--- src/rtl/tile_host_controller.sv ---
// tile_host_controller
//
// Sequences a RISC-V tile through one run: holds the tile in reset for a
// programmed number of cycles, optionally delivers a single fromhost word,
// then lets the tile run while watching tohost for a pass/fail code or a
// cycle-budget timeout. Completion status is sticky until the next start
// or an abort.
//
// Ports:
//   clock              sole clock, rising edge
//   reset              asynchronous, active-high controller reset
//   start              single-cycle run request (accepted in IDLE or DONE)
//   abort              return to IDLE from any state, wins over start
//   host_write_en      sampled with start: deliver host_word before RUN
//   host_word          fromhost value, sampled with start
//   tile_reset         reset to the tile
//   io_fromhost_valid  one-cycle fromhost strobe to the tile
//   io_fromhost_bits   fromhost data to the tile
//   io_tohost          tohost word from the tile
//   done/pass/fail/timeout  sticky completion flags
//   exit_code          io_tohost >> 1 captured on fail, else 0
//   cycle_count        RUN cycles elapsed in the current/last run
module tile_host_controller #(
  parameter int unsigned RESET_CYCLES = 5,
  parameter int unsigned TIMEOUT      = 1000000,
  parameter int unsigned XLEN         = 32
) (
  input  logic            clock,
  input  logic            reset,
  input  logic            start,
  input  logic            abort,
  input  logic            host_write_en,
  input  logic [XLEN-1:0] host_word,
  output logic            tile_reset,
  output logic            io_fromhost_valid,
  output logic [XLEN-1:0] io_fromhost_bits,
  input  logic [XLEN-1:0] io_tohost,
  output logic            done,
  output logic            pass,
  output logic            fail,
  output logic            timeout,
  output logic [XLEN-1:0] exit_code,
  output logic [31:0]     cycle_count
);

  typedef enum logic [2:0] {
    IDLE,
    RESET_TILE,
    HOST_WRITE,
    RUN,
    DONE
  } state_t;

  localparam logic [7:0]  RESET_LAST  = 8'(RESET_CYCLES - 1);
  localparam logic [32:0] TIMEOUT_EXT = 33'(TIMEOUT);

  state_t            state;
  logic [7:0]        reset_cnt;
  logic              host_write_en_q;
  logic [XLEN-1:0]   host_word_q;

  // The +1 is done in 33 bits so a saturated count can never wrap around
  // and falsely match the budget.
  logic              budget_hit;
  assign budget_hit = ({1'b0, cycle_count} + 33'd1) == TIMEOUT_EXT;

  // Single sequencing FSM. Every output is a register updated alongside the
  // state so nothing combinational reaches the ports.
  always_ff @(posedge clock or posedge reset) begin
    if (reset) begin
      state             <= IDLE;
      reset_cnt         <= '0;
      host_write_en_q   <= 1'b0;
      host_word_q       <= '0;
      tile_reset        <= 1'b1;
      io_fromhost_valid <= 1'b0;
      io_fromhost_bits  <= '0;
      done              <= 1'b0;
      pass              <= 1'b0;
      fail              <= 1'b0;
      timeout           <= 1'b0;
      exit_code         <= '0;
      cycle_count       <= '0;
    end else if (abort) begin
      state             <= IDLE;
      tile_reset        <= 1'b1;
      io_fromhost_valid <= 1'b0;
      io_fromhost_bits  <= '0;
      done              <= 1'b0;
      pass              <= 1'b0;
      fail              <= 1'b0;
      timeout           <= 1'b0;
      exit_code         <= '0;
      cycle_count       <= '0;
    end else begin
      case (state)
        IDLE, DONE: begin
          if (start) begin
            state           <= RESET_TILE;
            reset_cnt       <= '0;
            host_write_en_q <= host_write_en;
            host_word_q     <= host_word;
            tile_reset      <= 1'b1;
            done            <= 1'b0;
            pass            <= 1'b0;
            fail            <= 1'b0;
            timeout         <= 1'b0;
            exit_code       <= '0;
            cycle_count     <= '0;
          end
        end

        RESET_TILE: begin
          // The counter starts at 0 on entry, so matching RESET_LAST means
          // exactly RESET_CYCLES cycles have been spent here.
          if (reset_cnt == RESET_LAST) begin
            tile_reset <= 1'b0;
            if (host_write_en_q) begin
              state             <= HOST_WRITE;
              io_fromhost_valid <= 1'b1;
              io_fromhost_bits  <= host_word_q;
            end else begin
              state <= RUN;
            end
          end else begin
            reset_cnt <= reset_cnt + 8'd1;
          end
        end

        HOST_WRITE: begin
          state             <= RUN;
          io_fromhost_valid <= 1'b0;
          io_fromhost_bits  <= '0;
        end

        RUN: begin
          if (cycle_count != '1) begin
            cycle_count <= cycle_count + 32'd1;
          end
          // A tohost result on the same cycle as the budget wins.
          if (io_tohost == XLEN'(1)) begin
            state      <= DONE;
            tile_reset <= 1'b1;
            done       <= 1'b1;
            pass       <= 1'b1;
          end else if (io_tohost > XLEN'(1)) begin
            state      <= DONE;
            tile_reset <= 1'b1;
            done       <= 1'b1;
            fail       <= 1'b1;
            exit_code  <= io_tohost >> 1;
          end else if (budget_hit) begin
            state      <= DONE;
            tile_reset <= 1'b1;
            done       <= 1'b1;
            timeout    <= 1'b1;
          end
        end

        default: begin
          state      <= IDLE;
          tile_reset <= 1'b1;
        end
      endcase
    end
  end

endmodule

--- config.mk ---
export PLATFORM = sky130hd
export DESIGN_NAME = tile_host_controller
export DESIGN_NICKNAME = d
export VERILOG_FILES = /design/src/rtl/tile_host_controller.sv
export SDC_FILE = /design/constraint.sdc
export NUM_CORES = 1
export LEC_CHECK = 0
export CORE_ASPECT_RATIO = 0.9
export CORE_MARGIN = 2
export CORE_UTILIZATION = 49
export DETAILED_ROUTE_END_ITERATION = 16
export PLACE_DENSITY_LB_ADDON = 0.25
export SYNTH_ARGS = -nofsm -noshare
export SYNTH_HDL_FRONTEND = slang
export SYNTH_SLANG_ARGS = --single-unit
--- constraint.sdc ---
create_clock -name clock -period 5.4 [get_ports clock]
set_input_delay 0.81 -clock clock [delete_from_list [all_inputs] [get_ports clock]]
set_output_delay 0.81 -clock clock [all_outputs]
set_load 0.02 [all_outputs]
After elaboration in Yosys (flattened, before gate mapping)

Cells that the tools add are included.

Output and inout bits: 102
Flip-flop bits (word level): 146
Word-level logic and storage cells: 102
Bits of input ports: 69

$lt $le $gt $ge: 1
Equal/unequal tests: 21
Bitwise gates (word level): 1
Reduce and logical (&&, ||, !) cells: 15
Add/subtract/negate cells: 3
Muxes and demuxes: 48

Operator list:

| kind                                                 | count |
|---|---|
| 2-to-1 mux 32 bit                                    | 9 |
| case mux 32 bit (2 select lines)                     | 3 |
| adder 32 x 1 -> 33 bit (second input constant)       | 1 |
| == test 33 x 20 -> 1 bit (second input constant)     | 1 |
| adder 32 x 1 -> 32 bit (second input constant)       | 1 |
| == test 32 x 1 -> 1 bit (second input constant)      | 1 |
| > comparator 32 x 1 -> 1 bit (second input constant) | 1 |
| != test 32 bit (second input constant)               | 1 |
| != test 3 bit (second input constant)                | 9 |
| 2-to-1 mux 1 bit                                     | 20 |
| 2-to-1 mux 3 bit                                     | 6 |
| AND reduction 3 bit                                  | 6 |
| 2-to-1 mux 8 bit                                     | 2 |
| case mux 8 bit (2 select lines)                      | 1 |
| case mux 3 bit (4 select lines)                      | 1 |
| AND reduction 4 bit                                  | 3 |
| case mux 1 bit (2 select lines)                      | 5 |
| adder 8 x 1 -> 8 bit (second input constant)         | 1 |
| == test 8 x 3 -> 1 bit (second input constant)       | 1 |
| == test 3 x 2 -> 1 bit (second input constant)       | 2 |
| != test 2 bit (second input constant)                | 3 |
| nonzero test 3 bit                                   | 2 |
| != test 5 bit (second input constant)                | 1 |
| AND reduction 5 bit                                  | 1 |
| other kinds (7)                                      | 7 |

Depth between registers and ports, before layout

Depth after elaboration: 7
Mapped depth: 11
Depth with buffers taken out: 9

Worst setup path before layout

No wires, ideal clock.

Path type: register -> register
Start point: reg cycle_count[0]
End point: reg timeout
Buffers on the path: 1
Data arrival time: 2.497 ns
Data required time: 5.322 ns
Stages on the path, launching flop included: 10
Path slack: 2.825 ns
Library setup time: 0.078 ns
Clock period less this slack: 2.575 ns
Cells stage by stage: dfrtp_1 > ha_1 > clkbuf_1 > and2_1 > nand3_1 > nor4_1 > xnor2_1 > nand3_2 > or4b_1 > o21ai_1

Cells in the longest elaborated chain, start to end: 4

Ends and longest elaborated chain:

| element                       | line | source |
|---|---|---|
| start, declared               | 43   | `output logic [31:0] cycle_count` |
| start signal, assigned        | 138  | `cycle_count <= cycle_count + 32'd1;` |
| adder 32 x 1 -> 33 bit        | 65   | `assign budget_hit = ({1'b0, cycle_count} + 33'd1) == TIMEOUT_EXT;` |
| == test 33 x 20 -> 1 bit      | 65   |  |
| != test 3 bit (no line)       | n/a  |  |
| AND reduction 5 bit (no line) | n/a  |  |
| end signal, assigned          | 81   | `timeout <= 1'b0;` |
| end signal, assigned          | 92   | `timeout <= 1'b0;` |
| end signal, assigned          | 107  | `timeout <= 1'b0;` |
| end, declared                 | 41   | `output logic timeout,` |

No other way between the ends.
A chain may end at the register's enable or synchronous reset.

Worst setup path after layout

Start point: in abort
End point: reg exit_code[5]

Cells in the longest elaborated chain, start to end: 2
Elaborated cells on any way between the ends: 6
Classes of those cells: eq/ne (3); mux (1); reduce/logical (2)

Ends and longest elaborated chain:

| element                                                              | line | source |
|---|---|---|
| start, declared                                                      | 31   | `input logic abort,` |
| != test 3 bit (no line) / nonzero test 3 bit (equally long branches) | n/a  |  |
| AND reduction 4 bit (no line)                                        | n/a  |  |
| end signal, assigned                                                 | 151  | `exit_code <= io_tohost >> 1;` |
| end, declared                                                        | 42   | `output logic [XLEN-1:0] exit_code,` |

Parallel ways exist; a longest one is shown, timed or not.

==> key figures <==
Timing
  – Final setup TNS: 0 ns
  – WHS: 0.486 ns
  – Final Hold Viols: 0
  – Minimum clock period: 3.40 ns
  – RSZ-0062 raised after global routing: false
  – Slew Limit Fails: 0
  – Actual slew at the worst max-slew pin: 1.29 ns
  – Fmax: 294 MHz
  – Slew HR: 14.0%
  – Clock skew: 0.00899 ns
  – Final Setup Violations: 0
  – Part of the cycle the worst path needs: 62.9%

Synthesis
  – Dominant synthesized flop cell: dfrtp_1
  – Syn avg cell area: 10.9 µm²
  – Cell variety after synth: 62
  – Post-synthesis cell area: 6760 µm²
  – Yosys warning count: 0
  – Synthesized instance count: 622
  – Asr flop ratio synth: 100%
  – Sequential fraction of the synthesis area: 53.7%
  – Syn Nets: 695
  – Post-synth EDFFs: 0
  – Yosys reg bits: 145

Pwr
  – Cell Pwr Density: 329 nW/µm²
  – Net Sw Frac: 26.1%
  – Internal: 0.00222 W
  – Leakage: 3.80 nW
  – Gate power share: 14.7%
  – VDD IR max: 247 µV
  – Clk pwr share: 40.6%
  – Sequential power share: 44.7%
  – P_sw: 0.000784 W

Setup path
  – Crit end category: flip-flop
  – Worst R2R Start: cycle_count[0]
  – R2r setup slk: 2.22 ns
  – CP arrival: 3.74 ns
  – Worst-path maximum fanout: 31
  – WP depth: 6
  – RR Endpoint: cycle_count[15]
  – Delay-heaviest family, CP: compound AO/OA/AOI/OAI gates
  – Setup CP Type: in -> reg
  – Crit start category: primary input
  – Reg2Reg Depth: 8
  – Worst path max stage delay: 1.00 ns
  – Worst path required time: 5.74 ns
  – CP cell instances: clkdlybuf4s50_1, a21o_1, a21oi_1, nor2_1, nor2_2, a22o_1
  – CP max-delay cell: nor2_2
  – End of the critical path: exit_code[5]
  – Setup crit start: abort
  – Buf/Inv on CP: 1

Cells and area
  – Finished Cell Area: 9140 µm²
  – ANT cells: 0
  – Filler cells: 1030
  – Final nets: 838
  – Area of the multi-input gates: 2930 µm²
  – Area Growth Syn to Fin: 35.1%
  – Layout cell share with drive strength beyond 1: 12.0%
  – Seq. cell area: 3630 µm²

Clocking
  – CTS Sinks: 145
  – Cts hold-fix bufs: 0
  – CTS H-tree depth: 4
  – Max Root-Sink Buffers: 2
  – Total CTS buffers: 17
  – CTS-repair resized insts: 0
  – Setup Buffers After CTS: 0
  – Root Driver: clkbuf_16
  – Clk pin slew, worst setup/hold paths: 0.06 ns
  – TritonCTS clock tree: built
  – Skew-Pair Late Insertion Delay: 0.41 ns

Detailed routing
  – Routed len/inst: 18.7 µm
  – Routed Antenna Nets: 0
  – DRC viols: 0
  – Drt pass-1 iters: 5
  – Via-to-Cell Ratio: 6.07
  – Post-Route WL: 17700 µm
  – Drt initial violations: 519
  – Vias: 5742

Global route
  – Global route total overflow: 0
  – Vias in the first global route: 5617
  – GRT Util Overall: 24.4%
  – Antenna violations before repair: 0
  – Largest net degree at the start of global routing: 101
  – First-pass GRT wire length: 28600 µm

Hold path
  – Min-delay src: host_word_q[5]
  – Worst Hold Class: reg -> reg

Floorplan
  – Starting Density: 50.4%
  – Row count: 40
  – Full die area: 14800 µm²
  – Die span in x: 128 µm
  – Chip height: 115 µm
  – Ports: 171
  – Core area: 13400 µm²

Placed design
  – GP Congestion: 0.917
  – Placed Area: 8510 µm²
  – IO buf count: 169
  – Final HPWL DP: 12200 µm

Run
  – Max-cap violations: 0

Status
  – Status: finished, final reports clean
[layout by cell type, fill, tap and decap left out, types with 12 or more instances in the layout]
master           netlist  final
clkdlybuf4s50_1        0    169
dfrtp_1              144    144
a22o_1                64     64
nor2_1                42     38
o21ai_0               38     38
mux2_2                33     33
nand2_1               32     32
nand3_1               24     24
a21oi_1               18     18
clkbuf_16              0     17
nand4_1               15     15
o31ai_1               15     15
nor4_1                13     12
[worst min path at each step]
stage / to / slack [ns] / cells after the start
floorplan: io_fromhost_bits[0] / 0.46 / 1
global placement: io_fromhost_valid / 0.47 / 1
detailed placement: io_fromhost_bits[22] / 0.48 / 1
CTS: io_fromhost_bits[5] / 0.49 / 1
global route: io_fromhost_bits[12] / 0.50 / 1
finish: io_fromhost_bits[5] / 0.49 / 1
[synth_stat cells (4+ instances only)]
library cell	n	area share, %
dfrtp_1	144	53
a22o_1	64	8.3
nor2_1	42	2.3
o21ai_0	38	2.8
clkbuf_1	34	1.9
mux2_2	33	5.5
nand2_1	32	1.8
nand3_1	24	1.8
a21oi_1	18	1.3
nand4_1	15	1.4
o31ai_1	15	1.7
nor4_1	13	1.2
nor3_1	10	0.74
and3_1	8	0.74
buf_2	8	0.59
inv_1	8	0.44
a21o_1	7	0.78
o311ai_0	7	0.91
xnor2_1	7	0.91
xor2_1	7	0.91
a31oi_1	6	0.55
nand2b_1	6	0.55
and2_1	5	0.46
nor2b_1	5	0.46
or2_2	5	0.46
ha_1	4	0.74
mux2i_1	4	0.59
[flip-flops by register name, summed over array words and instances (netlist names)]
name and flops:
cycle_count 32, host_word_q 32, io_fromhost_bits 32, exit_code 31, reset_cnt 8, state 3
done 1, fail 1, host_write_en_q 1, io_fromhost_valid 1, pass 1, tile_reset 1
timeout 1
[metal layers]
metal  global-route usage (%)  wire [µm]  part of all wire, %  up-vias
met5                        0          0                    0        -
met4                     7.91        308                  1.7        0
met3                     5.91       1080                  6.1       22
met2                     37.6       8360                   47      220
met1                     34.3       7960                   45     2886
li1                         -          -                    -     2614
[cells by family (layout without fill, tap and decap cells)]
| kind of cell | after synthesis | after routing | share of synthesized area, % |
|---|---|---|---|
| buffers and inverters | 56 | 212 | 3.35 |
| xor gates and xnor gates | 14 | 14 | 1.81 |
| muxes | 37 | 37 | 6.09 |
| other | 1 | 1 | 0.0554 |
| and+or+nand+nor | 190 | 190 | 15.1 |
| DFF | 145 | 145 | 53.7 |
| AOI/OAI and AO/OA | 175 | 175 | 19.2 |
| adders and majority gates | 4 | 4 | 0.740 |
[power groups by stage]
stage	combinational (W)	clock (W)	sequential, W
global placement	0.000423	0	0.00135
detailed placement	0.000442	0	0.00136
floorplan	0.000287	0	0.00135
CTS	0.000445	0.00124	0.00134
finish	0.000441	0.00122	0.00134
global route	0.000485	0.00129	0.00136
[through the flow]
stage                     util, %  worst slack, ns  cells  power, W
after global placement       63.5             1.83    914   0.00177
after floorplan                 -            0.697    622   0.00163
after CTS                    68.1             1.85    946   0.00303
after detailed placement     63.5             1.62    914   0.00180
after global routing         68.1             1.78    946   0.00314
final                        68.1             2.00    946   0.00300
[cell type report]
cell class | instances | share of cell area [%]
Inverter | 8 | 0.383
Clock buffer | 18 | 4.81
Sequential cell | 145 | 39.7
Timing Repair Buffer | 172 | 18.8
Clock inverter | 14 | 1.96
Tap cell | 168 | 2.30
Multi-Input combinational cell | 421 | 32.1
Power figures use the tool's default switching activity.
